## config.mk

```make
export PLATFORM = sky130hd
export DESIGN_NAME = mem_arb_flat
export DESIGN_NICKNAME = d
export VERILOG_FILES = /design/src/rtl/mem_arb_if.sv /design/src/rtl/mem_arb.sv /design/src/flat_wrapper.sv
export SDC_FILE = /design/constraint.sdc
export NUM_CORES = 1
export LEC_CHECK = 0
export ABC_AREA = 1
export CAP_MARGIN = 20
export CORE_MARGIN = 5
export CORE_UTILIZATION = 39
export DETAILED_ROUTE_END_ITERATION = 6
export PLACE_DENSITY = 0.84
export SLEW_MARGIN = 10
export SYNTH_ARGS = -nofsm -noshare
export SYNTH_HDL_FRONTEND = slang
export SYNTH_SLANG_ARGS = --single-unit
```

## constraint.sdc

```tcl
create_clock -name clk -period 1.5 [get_ports clk]
set_input_delay 0.3 -clock clk [delete_from_list [all_inputs] [get_ports clk]]
set_output_delay 0.3 -clock clk [all_outputs]
set_load 0.01 [all_outputs]
```

## src/rtl/mem_arb_if.sv

```systemverilog
// Bus bundle between the two requesters (CPU, DMA), the arbiter and the memory
// controller. The arbiter side uses the slave modport; the requesters and the
// controller model use the master modport.
interface mem_arb_if;
    // requester side
    logic        cpu_req;
    logic        dma_req;
    logic        cpu_we;
    logic        dma_we;
    logic [15:0] cpu_addr;
    logic [15:0] dma_addr;
    logic [7:0]  cpu_wdata;
    logic [7:0]  dma_wdata;
    logic        cpu_ack;
    logic        dma_ack;
    logic        cpu_err;
    logic        dma_err;
    logic [7:0]  cpu_rdata;
    logic [7:0]  dma_rdata;
    // memory controller side
    logic [15:0] mem_addr;
    logic [7:0]  mem_wdata;
    logic        mem_read_en;
    logic        mem_write_en;
    logic        mem_busy;
    logic [7:0]  mem_rdata;
    // current owner, one-hot {dma,cpu}
    logic [1:0]  grant;

    modport slave (
        input  cpu_req, dma_req, cpu_we, dma_we, cpu_addr, dma_addr,
        input  cpu_wdata, dma_wdata, mem_busy, mem_rdata,
        output cpu_ack, dma_ack, cpu_err, dma_err, cpu_rdata, dma_rdata,
        output mem_addr, mem_wdata, mem_read_en, mem_write_en, grant
    );

    modport master (
        output cpu_req, dma_req, cpu_we, dma_we, cpu_addr, dma_addr,
        output cpu_wdata, dma_wdata, mem_busy, mem_rdata,
        input  cpu_ack, dma_ack, cpu_err, dma_err, cpu_rdata, dma_rdata,
        input  mem_addr, mem_wdata, mem_read_en, mem_write_en, grant
    );
endinterface

```

## src/rtl/mem_arb.sv

```systemverilog
// mem_arb: two-requester (CPU/DMA) arbiter in front of a single memory
// controller. One transaction at a time: IDLE -> ISSUE (one-cycle strobe) ->
// WAIT (until mem_busy drops or TIMEOUT busy cycles elapse) -> ACK.
// Optional feature: define MEM_ARB_ROUND_ROBIN_EN to alternate simultaneous
// requests; otherwise the CPU always wins a tie.
module mem_arb #(
    parameter int unsigned TIMEOUT = 255   // 1..255 busy WAIT cycles before abort
) (
    input logic     clk,
    input logic     reset,                 // asynchronous, active low
    mem_arb_if.slave bus
);

    localparam logic [3:0] IDLE  = 4'b0001;
    localparam logic [3:0] ISSUE = 4'b0010;
    localparam logic [3:0] WAIT  = 4'b0100;
    localparam logic [3:0] ACK   = 4'b1000;

    localparam logic [7:0] TIMEOUT_8 = 8'(TIMEOUT);

    logic [3:0]  state_q, state_d;
    logic [1:0]  grant_q, grant_d;
    logic        we_q, we_d;
    logic [15:0] addr_q, addr_d;
    logic [7:0]  wdata_q, wdata_d;
    logic        read_en_q, read_en_d;
    logic        write_en_q, write_en_d;
    logic [7:0]  cnt_q, cnt_d;
    logic [7:0]  cnt_inc;
    logic        cpu_ack_q, cpu_ack_d;
    logic        dma_ack_q, dma_ack_d;
    logic        cpu_err_q, cpu_err_d;
    logic        dma_err_q, dma_err_d;
    logic [7:0]  cpu_rdata_q, cpu_rdata_d;
    logic [7:0]  dma_rdata_q, dma_rdata_d;

    logic        win_dma;
    logic        sel_we;
    logic [15:0] sel_addr;
    logic [7:0]  sel_wdata;

`ifdef MEM_ARB_ROUND_ROBIN_EN
    logic        prio_q, prio_d;           // 1 = DMA favoured on the next tie
`endif

    // Pick the winner among the current requesters and mux its command
    always_comb begin
`ifdef MEM_ARB_ROUND_ROBIN_EN
        if (bus.cpu_req && bus.dma_req) begin
            win_dma = prio_q;
        end else begin
            win_dma = bus.dma_req;
        end
`else
        win_dma = bus.dma_req && !bus.cpu_req;
`endif
        sel_we    = win_dma ? bus.dma_we    : bus.cpu_we;
        sel_addr  = win_dma ? bus.dma_addr  : bus.cpu_addr;
        sel_wdata = win_dma ? bus.dma_wdata : bus.cpu_wdata;
    end

    assign cnt_inc = cnt_q + 8'd1;

    // Transaction FSM next-state; strobes, acks and errs are single-cycle pulses
    always_comb begin
        state_d     = state_q;
        grant_d     = grant_q;
        we_d        = we_q;
        addr_d      = addr_q;
        wdata_d     = wdata_q;
        cnt_d       = cnt_q;
        cpu_rdata_d = cpu_rdata_q;
        dma_rdata_d = dma_rdata_q;
        read_en_d   = 1'b0;
        write_en_d  = 1'b0;
        cpu_ack_d   = 1'b0;
        dma_ack_d   = 1'b0;
        cpu_err_d   = 1'b0;
        dma_err_d   = 1'b0;
`ifdef MEM_ARB_ROUND_ROBIN_EN
        prio_d      = prio_q;
`endif
        case (state_q)
            IDLE: begin
                // a busy controller (e.g. self-test) blocks any new issue
                if ((bus.cpu_req || bus.dma_req) && !bus.mem_busy) begin
                    grant_d    = win_dma ? 2'b10 : 2'b01;
                    we_d       = sel_we;
                    addr_d     = sel_addr;
                    wdata_d    = sel_wdata;
                    read_en_d  = !sel_we;
                    write_en_d = sel_we;
                    state_d    = ISSUE;
                end
            end
            ISSUE: begin
                cnt_d   = 8'd0;
                state_d = WAIT;
            end
            WAIT: begin
                if (!bus.mem_busy) begin
                    cpu_ack_d = grant_q[0];
                    dma_ack_d = grant_q[1];
                    if (!we_q) begin
                        if (grant_q[1]) begin
                            dma_rdata_d = bus.mem_rdata;
                        end else begin
                            cpu_rdata_d = bus.mem_rdata;
                        end
                    end
                    state_d = ACK;
                end else if (cnt_inc == TIMEOUT_8) begin
                    cpu_ack_d = grant_q[0];
                    dma_ack_d = grant_q[1];
                    cpu_err_d = grant_q[0];
                    dma_err_d = grant_q[1];
                    if (grant_q[1]) begin
                        dma_rdata_d = 8'h00;
                    end else begin
                        cpu_rdata_d = 8'h00;
                    end
                    cnt_d   = cnt_inc;
                    state_d = ACK;
                end else begin
                    cnt_d = cnt_inc;
                end
            end
            ACK: begin
`ifdef MEM_ARB_ROUND_ROBIN_EN
                // favour whoever did not just finish
                prio_d = grant_q[0];
`endif
                grant_d = 2'b00;
                state_d = IDLE;
            end
            default: begin
                grant_d = 2'b00;
                state_d = IDLE;
            end
        endcase
    end

    // State and output registers; reset abandons any transaction silently
    always_ff @(posedge clk or negedge reset) begin
        if (!reset) begin
            state_q     <= IDLE;
            grant_q     <= 2'b00;
            we_q        <= 1'b0;
            addr_q      <= 16'h0000;
            wdata_q     <= 8'h00;
            read_en_q   <= 1'b0;
            write_en_q  <= 1'b0;
            cnt_q       <= 8'd0;
            cpu_ack_q   <= 1'b0;
            dma_ack_q   <= 1'b0;
            cpu_err_q   <= 1'b0;
            dma_err_q   <= 1'b0;
            cpu_rdata_q <= 8'h00;
            dma_rdata_q <= 8'h00;
`ifdef MEM_ARB_ROUND_ROBIN_EN
            prio_q      <= 1'b0;
`endif
        end else begin
            state_q     <= state_d;
            grant_q     <= grant_d;
            we_q        <= we_d;
            addr_q      <= addr_d;
            wdata_q     <= wdata_d;
            read_en_q   <= read_en_d;
            write_en_q  <= write_en_d;
            cnt_q       <= cnt_d;
            cpu_ack_q   <= cpu_ack_d;
            dma_ack_q   <= dma_ack_d;
            cpu_err_q   <= cpu_err_d;
            dma_err_q   <= dma_err_d;
            cpu_rdata_q <= cpu_rdata_d;
            dma_rdata_q <= dma_rdata_d;
`ifdef MEM_ARB_ROUND_ROBIN_EN
            prio_q      <= prio_d;
`endif
        end
    end

    assign bus.grant        = grant_q;
    assign bus.mem_addr     = addr_q;
    assign bus.mem_wdata    = wdata_q;
    assign bus.mem_read_en  = read_en_q;
    assign bus.mem_write_en = write_en_q;
    assign bus.cpu_ack      = cpu_ack_q;
    assign bus.dma_ack      = dma_ack_q;
    assign bus.cpu_err      = cpu_err_q;
    assign bus.dma_err      = dma_err_q;
    assign bus.cpu_rdata    = cpu_rdata_q;
    assign bus.dma_rdata    = dma_rdata_q;

endmodule

```

## src/flat_wrapper.sv

```systemverilog
// flat-port wrapper written by rule: the top's interface ports become plain ports
module mem_arb_flat 
#(
    parameter int unsigned TIMEOUT = 255                                          
)
  (clk, reset, bus_cpu_req, bus_dma_req, bus_cpu_we, bus_dma_we, bus_cpu_addr, bus_dma_addr, bus_cpu_wdata, bus_dma_wdata, bus_mem_busy, bus_mem_rdata, bus_cpu_ack, bus_dma_ack, bus_cpu_err, bus_dma_err, bus_cpu_rdata, bus_dma_rdata, bus_mem_addr, bus_mem_wdata, bus_mem_read_en, bus_mem_write_en, bus_grant);
  mem_arb_if bus_i ();
  input logic clk;
  input logic reset;
  input wire logic [$bits(bus_i.cpu_req)-1:0] bus_cpu_req;
  input wire logic [$bits(bus_i.dma_req)-1:0] bus_dma_req;
  input wire logic [$bits(bus_i.cpu_we)-1:0] bus_cpu_we;
  input wire logic [$bits(bus_i.dma_we)-1:0] bus_dma_we;
  input wire logic [$bits(bus_i.cpu_addr)-1:0] bus_cpu_addr;
  input wire logic [$bits(bus_i.dma_addr)-1:0] bus_dma_addr;
  input wire logic [$bits(bus_i.cpu_wdata)-1:0] bus_cpu_wdata;
  input wire logic [$bits(bus_i.dma_wdata)-1:0] bus_dma_wdata;
  input wire logic [$bits(bus_i.mem_busy)-1:0] bus_mem_busy;
  input wire logic [$bits(bus_i.mem_rdata)-1:0] bus_mem_rdata;
  output wire logic [$bits(bus_i.cpu_ack)-1:0] bus_cpu_ack;
  output wire logic [$bits(bus_i.dma_ack)-1:0] bus_dma_ack;
  output wire logic [$bits(bus_i.cpu_err)-1:0] bus_cpu_err;
  output wire logic [$bits(bus_i.dma_err)-1:0] bus_dma_err;
  output wire logic [$bits(bus_i.cpu_rdata)-1:0] bus_cpu_rdata;
  output wire logic [$bits(bus_i.dma_rdata)-1:0] bus_dma_rdata;
  output wire logic [$bits(bus_i.mem_addr)-1:0] bus_mem_addr;
  output wire logic [$bits(bus_i.mem_wdata)-1:0] bus_mem_wdata;
  output wire logic [$bits(bus_i.mem_read_en)-1:0] bus_mem_read_en;
  output wire logic [$bits(bus_i.mem_write_en)-1:0] bus_mem_write_en;
  output wire logic [$bits(bus_i.grant)-1:0] bus_grant;
  assign bus_i.cpu_req = bus_cpu_req;
  assign bus_i.dma_req = bus_dma_req;
  assign bus_i.cpu_we = bus_cpu_we;
  assign bus_i.dma_we = bus_dma_we;
  assign bus_i.cpu_addr = bus_cpu_addr;
  assign bus_i.dma_addr = bus_dma_addr;
  assign bus_i.cpu_wdata = bus_cpu_wdata;
  assign bus_i.dma_wdata = bus_dma_wdata;
  assign bus_i.mem_busy = bus_mem_busy;
  assign bus_i.mem_rdata = bus_mem_rdata;
  assign bus_cpu_ack = bus_i.cpu_ack;
  assign bus_dma_ack = bus_i.dma_ack;
  assign bus_cpu_err = bus_i.cpu_err;
  assign bus_dma_err = bus_i.dma_err;
  assign bus_cpu_rdata = bus_i.cpu_rdata;
  assign bus_dma_rdata = bus_i.dma_rdata;
  assign bus_mem_addr = bus_i.mem_addr;
  assign bus_mem_wdata = bus_i.mem_wdata;
  assign bus_mem_read_en = bus_i.mem_read_en;
  assign bus_mem_write_en = bus_i.mem_write_en;
  assign bus_grant = bus_i.grant;
  mem_arb #(.TIMEOUT(TIMEOUT)) u_core (.clk(clk), .reset(reset), .bus(bus_i));
endmodule
```

==> results, run 1 <==
- STA puts the critical path data required time at approximately 1.7 ns.
- The total detailed-routing wirelength is 9.20 mm.
- The placement-stage worst setup slack is -0.336 ns.
- Relative to the synthesized area, the layout overhead comes to 75.1%.
- The post-synthesis cell area is 2820 um^2.
- The longest clock path from root to sink contains 2 buffers.
- In the final design database the tool counted 556 nets.
- The depth of the worst register-to-register path is 11.
- The power density relative to cell area is 1380 nW/um^2.
- Based on the critical path, the design can be clocked at up to ~0.61 GHz.
- The final reports fail on negative setup slack.
- Of the total synthesized cell area, the portion taken by full adders, half adders and majority gates is 0.00888.
- Summed over all layers, the global routing overflow is 0.
- At the end of the flow the core is filled with cells to 0.692.
- The die footprint is 9030 um^2.
- In the final routed layout, each cell accounts on average for 15.5 um.
- Of the total synthesized cell area, the portion taken by AND, OR, NAND and NOR gates is 0.276.
- Before antenna repair, the detailed router went through 4 iterations.
- The leakage power is around 2.3 nW.
- The post-synthesis cell type count is 30.
- The run finished, with violations left.
- The Yosys step of the flow raised 0 warnings.
- After clock tree synthesis, the clock-pin slew on the worst setup and hold paths is 0.07 ns.
- In the routed design, unresolved DRC markers number 0.
- For this block, the initial DRC count from the detailed router was 96.
- The number of antenna violations at the first check in global routing is 0.
- The final number of setup-violating endpoints is 35.
- The area inside the core boundary is between 7000 and 8000 um^2.
- TritonCTS built the clock tree.
- The worst setup path is launched from a register.
- Between clock sinks in the finished design, the worst skew comes to 0.0174 ns.
- Max-cap violations in this run came to 0.
- The count of pins on the block boundary is 111.
- The beginning of the worst register-to-register path is u_core.cnt_q[3].
- The net switching fraction of the power is 0.370.
- The portion of netlist area occupied by mux cells is 0.
- Setup slack on the worst reg-to-reg path comes out at -0.15 ns.
- The transition at the pin with the smallest max-transition slack is 0.422 ns.
- The final hold violation count is 0.
- The die outline width is 95.0 um.
- Of the total power, registers draw 0.390.
- The clock group share of total power is 0.182.
- Across the VDD grid, the largest voltage drop is 0.725 mV.
- The number of global-route vias before repair is roughly 3.1k.
- The worst setup path is of the register to register kind.
- Subtracting the final worst setup slack from the clock period gives 1.65 ns.
- For this configuration, the core starts out at a cell density of 0.395.
- The largest family of logic cells by synthesized area is simple AND/OR/NAND/NOR gates.
- Synthesis produced a netlist whose cell count is 326.
- The endpoint identified for the worst register-to-register timing path is u_core.bus.dma_rdata[4].
- Input and output buffers added on the ports amount to 110.
- The cell internal power dissipation is roughly 4.3 mW.
- The library cell used most frequently in the layout, excluding fill and tap cells, is nand2_1.
- The routed layout has around 3k vias.
- Setup repair after global routing could not meet its margin everywhere.
- The largest net degree at the start of global routing is 33.
- In the routed layout, each cell is associated on average with a via count of between 4 and 5.
- The endpoint kind of the worst setup timing path is a register.
- Buffers inserted during clock tree synthesis total 9.
- The clock latency reported for the late side of the worst-skew pair is 0.34 ns.
- Setup slack on the critical path of the routed design comes to -0.152 ns.
- In this run the core area contains 31 standard-cell rows.
- Measured against its own limit, the worst slew margin works out to 0.718.
- The arrival time of data at the critical path endpoint is 1.86 ns.
- For this run, the total global-route usage over all layers was measured as 0.199.
- Of the total synthesized cell area, the portion taken by XOR and XNOR cells is 0.00311.
- The combinational power share is 0.428.
- The post-detailed-route count of antenna-violating nets is 0.
- The first global-routing pass estimated around 14 mm of wire.
- The number of nets in the synthesized netlist is 391.
- The proportion of layout cells with a drive suffix above 1 is 0.306.
- 0 antenna diodes ended up in the layout.
- The congestion estimate from routability-driven global placement came to just over 0.8.
- The clock drives around 60 sinks.
- Of the synthesized area, sequential elements account for 0.542.
- The clock tree synthesis step divided the H-tree into 3 levels.
- In the layout the commonest cells are nand2_1 (89), clkdlybuf4s50_1 (61), dfrtp_1 (57).
- The final critical-path share of the clock period is 1.10.
- The final max-slew violation count was 0.
- The complex-gate fraction of the synthesized area is 0.110.
- The class of the worst hold path is input port to asynchronous set/reset pin.
- Of all nets on the critical path, the largest fanout is 8.
- From bottom edge to top edge, the die measures 95.0 um.
- The HPWL after detailed placement is ~6.4 mm.
- Counting flops and latches in the post-synthesis netlist gives 61.
- The average size of a mapped cell is just under 9 um^2.
- The tree is rooted in a clkbuf_8.
- The power dissipated by switching net loads is 2.53 mW.
[layout make-up]
| class | count | area [um^2] |
|---|---|---|
| fill | 504 | 2200 |
| timing repair buffer | 164 | 1600 |
| clock buffer | 13 | 149 |
| tap | 99 | 124 |
| clock inverter | 3 | 15.0 |
| sequential | 61 | 1530 |
| multi-input combinational | 227 | 1410 |
| inverter | 28 | 105 |
[kinds of logic (layout without fill, tap and decap cells)]
logic type	after synthesis	after routing
flip-flops	61	61
buffers and inverters	39	208
AO/OA/AOI/OAI	48	48
AND/OR/NAND/NOR	175	176
XOR/XNOR	1	1
adder cells (fa/ha/maj)	2	2
[timing repair]
| item | CTS | global route |
|---|---|---|
| gates resized for setup | 71 | 59 |
| cloned | 1 | 4 |
| pin swaps | 2 | 7 |
| endpoints found under the setup margin | 71 | 49 |
| hold buffers | 1 | 0 |
| setup buffers | 1 | 8 |
| hold endpoints to repair | 10 | 0 |
[synthesized netlist by cell type (all sizes together)]
cell,n,area (um^2)
a31oi,24,150
o22ai,6,37.5
dfrtp,60,1500
buf,6,46.3
ha,2,25.0
nor3b,1,7.51
nand3,8,52.6
or2,1,6.26
xor2,1,8.76
nand4,8,50.1
nor2,45,199
nand2,109,447
dfstp,1,26.3
inv,25,93.8
clkinv,3,11.3
a21oi,1,5.00
o21ai,16,110
nor3,3,15.0
clkbuf,5,18.8
a21boi,1,7.51
[how the worst max path moves through the flow]
| stage | cells past startpoint | from | to |
|---|---|---|---|
| finish | 11 | u_core.cnt_q[3] | u_core.bus.dma_rdata[4] |
| CTS | 12 | u_core.cnt_q[0] | u_core.bus.dma_rdata[4] |
| floorplan | 13 | u_core.cnt_q[0] | u_core.bus.dma_rdata[0] |
| global route | 11 | u_core.cnt_q[0] | u_core.bus.dma_rdata[4] |
| global placement | 8 | bus_cpu_req | u_core.we_q |
| detailed placement | 7 | bus_dma_req | u_core.bus.mem_addr[1] |
[flip-flops by register name, summed over array words and instances, names as in the netlist]
register,flops
u_core.bus.mem_addr,16
u_core.bus.cpu_rdata,8
u_core.bus.dma_rdata,8
u_core.bus.mem_wdata,8
u_core.cnt_q,8
u_core.state_q,4
u_core.bus.grant,2
u_core.bus.cpu_ack,1
u_core.bus.cpu_err,1
u_core.bus.dma_ack,1
u_core.bus.dma_err,1
u_core.bus.mem_read_en,1
u_core.bus.mem_write_en,1
u_core.we_q,1
[stage by stage]
step / TNS [ns] / cells / hold slack, ns / total power [mW] / area, um^2
final: -2.59 / 595 / 0.440 / 6.84 / 4940
after global routing: -6.89 / 595 / 0.467 / 7.24 / 4940
after CTS: -2.38 / 583 / 0.428 / 6.16 / 4570
after detailed placement: -12.61 / 564 / 0.253 / 5.15 / 4330
after global placement: -11.08 / 564 / 0.247 / 5.03 / 4330
after floorplan: -1.15 / 326 / 0.00441 / 3.63 / 2830
[worst max-delay path, stage by stage, from the launching register on]
cell	delay (ns)
dfrtp_1	0.47
nand2_1	0.10
nor2_2	0.12
nand2_1	0.08
nand2_1	0.09
nand2_2	0.08
nor2_4	0.12
nand2_4	0.08
nand2_8	0.11
nand3_4	0.13
nand2_1	0.10
nand2_1	0.06
[per-layer routing]
metal / vias up / wire [um] / GRT usage
li1: 1399 / - / -
met2: 104 / 4760 / 0.339
met5: - / 0 / 0
met4: 0 / 95 / 0.0577
met1: 1438 / 3570 / 0.228
met3: 10 / 772 / 0.0837
[power groups by stage]
| stage | registers [mW] | clock network [mW] | logic, mW |
|---|---|---|---|
| floorplan | 2.70 | 0 | 0.929 |
| global placement | 2.51 | 0 | 2.52 |
| detailed placement | 2.55 | 0 | 2.61 |
| CTS | 2.53 | 1.27 | 2.37 |
| global route | 2.73 | 1.34 | 3.17 |
| finish | 2.67 | 1.25 | 2.92 |
(Power assumes the default switching activity.)
==> run 2, diff against run 1 <==
==> constraint.sdc (replaced) <==
create_clock -name clk -period 1.5 [get_ports clk]
set_input_delay 0.225 -clock clk [delete_from_list [all_inputs] [get_ports clk]]
set_output_delay 0.225 -clock clk [all_outputs]
set_load 0.01 [all_outputs]
==> run 2 against run 1 <==
Compared with the run above: the run still ends with negative setup slack left; non-clock buffer count decreased by 5; routed wire length increased by 2.7%; via count up 1.5%; global-route usage is essentially flat; clock power up 33%; register-to-register slack got worse by 0.11 ns; die area unchanged; fmax shrank 6.1%; critical path type unchanged; largest cell class unchanged; largest power group unchanged.
==> results, run 2 (same netlist as run 1, synthesis figures left out) <==
- Across all register-to-register paths, the minimum setup slack is -0.26 ns.
- The endpoint kind of the worst setup timing path is a register.
- The area inside the core boundary is 7140 um^2.
- The first global-routing pass estimated approximately 14 mm of wire.
- The signal on the critical path passes through buf_6 -> nand2_8 -> nor2_4 -> nand2_1 -> nand2_1 -> nand2_2 -> nor2_4 -> nand2_4 -> nand2_8 -> buf_12 -> nand2_8 -> nand2_4 -> o21ai_2.
- The capturing point of the worst reg2reg path is u_core.bus.cpu_rdata[7].
- In the finished design, the share of the clock period the worst path needs comes to 1.17.
- The number of violations of the max-capacitance limit is 0.
- The buffer cell driving the clock tree root is clkbuf_8.
- The highest metal layer carrying signal wires in the routed design is met4.
- Summed over all layers, the global routing overflow is 0.
- The final hold violation count was 0.
- The first routing iteration left 123 violations.
- In the final layout, flip-flops and latches occupy 1530 um^2.
- The slowest stage of the critical path is the dfrtp_1 cell.
- The maximum fanout count along the critical path is 8.
- Using the TritonRoute via totals, the vias-per-cell ratio works out to 5.08.
- The class of the worst hold path is input port to asynchronous set/reset pin.
- The routed wire length per instance is between 15 and 20 um.
- The DRC violation count after routing is 0.
- The register with the most flip-flops in the layout has 16 of them.
- The total detailed-routing wirelength is 9.45 mm.
- The worst max-slew margin expressed relative to the limit is 0.709.
- Once detailed placement completed, the half-perimeter wirelength came to 6.01 mm.
- The worst-case IR drop observed on VDD is between 0.9 and 1 mV.
- After floorplanning, the core was divided into 31 placement rows.
- Fill cells in the final layout number 468.
- Once detail routing completed, the nets flagged for antenna violations numbered 0.
- Setup repair after global routing could not meet its margin everywhere.
- The routability-driven placement congestion ratio is 0.846.
- The number of buffer and inverter instances along the worst setup path is 2.
- The die is 95.0 um tall.
- Power spread over the standard cell area amounts to 1440 nW/um^2.
- The final max-slew violation count is 0.
- Counting every sink on the clock net gives 61.
- Data on the critical path is required at its endpoint by 1.72 ns.
- The run finished, with violations left.
- The die outline width is ~95 um.
- The beginning of the worst register-to-register path is u_core.cnt_q[1].
- In the layout the commonest cells are nand2_1 (81), clkdlybuf4s50_1 (72), dfrtp_1 (58).
- Wire segments on met2 add up to roughly 4.7 mm in the final route.
- The number of antenna violations at the first check in global routing is 0.
- The H-tree depth is 3.
- The clock latency reported for the late side of the worst-skew pair is around 0.33 ns.
- Relative to the synthesized area, the layout overhead comes to 80.6%.
- Tracing the worst setup path back leads to its startpoint at u_core.cnt_q[1].
- The final clock skew is between 0.01 and 0.015 ns.
- For this configuration, the core starts out at a cell density of 0.395.
- In this run the number of cells on the critical path is 13.
- The number of cells on the worst reg-to-reg path is 13.
- Summing all multi-input logic gate instances after layout gives 1400 um^2.
- Across every metal layer, demand over resource in global routing totals 0.199.
- The total vias in the final route is 2996.
- Overall power consumption after layout is estimated at 7.35 mW.
- The CTS tree is built.
- The number of clock buffers inserted by TritonCTS is 9.
- The number of global-route vias before repair is 2954.
- The sum of met3 wire segment lengths after detailed routing is 862 um.
- The least setup slack across all paths after layout is -0.261 ns.
- The termination of the worst setup path is u_core.bus.cpu_rdata[7].
- After layout, the minimum clock period comes to between 1.5 and 2 ns.
- In this run the static leakage power is 2.58 nW.
- The type of element launching the critical path is a register.
- The cell area after placement is 4290 um^2.
- The most common library cell in the layout ignoring fill and taps is nand2_1.
- The arrival time of data at the critical path endpoint is 1.98 ns.
- The transition at the pin with the smallest max-transition slack is 0.437 ns.
- The wire length on met1 is 3.70 mm.
- The largest net degree at the start of global routing is 33.
- The critical path in this run is classified as register to register.
- The worst hold slack is 0.355 ns.
- The maximum clock insertion buffer count is 2.
- The kind of cell with the highest combined delay along the critical path is simple AND/OR/NAND/NOR gates.
- The number of inserted diodes is 0.
- The first detailed-routing pass ran for 4 iterations.
- The net total in the final layout is 551.
- The final design area excluding fillers is 5090 um^2.
- The count of pins on the block boundary is 111.
- The biggest cell delay along the critical path is between 0.4 and 0.5 ns.
- Of the cells placed in the final design, the portion with a size suffix greater than 1 is 0.281.
- The most numerous cell type found on the critical path is nand2_8.
- The die covers 9030 um^2.
- Input and output buffers added on the ports amount to 110.
- After clock tree synthesis, the clock-pin slew on the worst setup and hold paths is around 0.070 ns.
- Derived from the worst setup path, the maximum achievable clock frequency is 0.568 GHz.
- The final reports fail on negative setup slack.
- The final number of setup-violating endpoints is 23.
## run 2: cell type report
type / count / area share
Inverter: 28 / 0.0206
Timing Repair Buffer: 159 / 0.334
Clock inverter: 4 / 0.0138
Clock buffer: 12 / 0.0305
Multi-Input combinational cell: 227 / 0.276
Tap cell: 99 / 0.0243
Sequential cell: 61 / 0.301
## run 2: through the flow
| stage | cells | setup TNS [ns] | util | setup slack (ns) |
|---|---|---|---|---|
| 6_report | 590 | -4.39 | 0.713 | -0.261 |
| 3_5_place_dp | 559 | -8.72 | 0.602 | -0.228 |
| 5_1_grt | 590 | -6.79 | 0.713 | -0.331 |
| 4_1_cts | 580 | -2.73 | 0.657 | -0.166 |
| 2_1_floorplan | 326 | -1.15 | - | -0.0909 |
| 3_3_place_gp | 559 | -7.18 | 0.602 | -0.188 |
## run 2: report_power, final
part / total, mW / internal, mW / switching, mW
clock network: 1.66 / 1.02 / 0.640
registers: 2.58 / 2.19 / 0.392
logic: 3.11 / 1.64 / 1.47
total: 7.35 / 4.85 / 2.50
## run 2: how the worst min path moves through the flow
stage	cells past startpoint	endpoint	slack (ns)	from
3_5_place_dp	1	u_core.bus.mem_addr[0]	0.18	reset
5_1_grt	2	u_core.bus.mem_addr[5]	0.38	reset
2_1_floorplan	0	u_core.bus.cpu_ack	-0.07	reset
6_report	2	u_core.bus.mem_addr[0]	0.36	reset
3_3_place_gp	1	u_core.bus.mem_addr[1]	0.18	reset
4_1_cts	2	u_core.bus.mem_addr[0]	0.35	reset
## run 2: what timing repair did
action / CTS / global route
endpoints found under the setup margin: 24 / 87
buffers inserted: 3 / 7
gates resized for setup: 29 / 71
pin swaps: 5 / 9
hold buffers: 1 / 0
gates cloned: 1 / 3
hold endpoints to repair: 13 / 0
## run 2: layer usage
metal	GRT usage	vias up
met5	0	-
met4	0.0793	0
met3	0.0884	22
met2	0.306	126
met1	0.244	1462
li1	-	1386
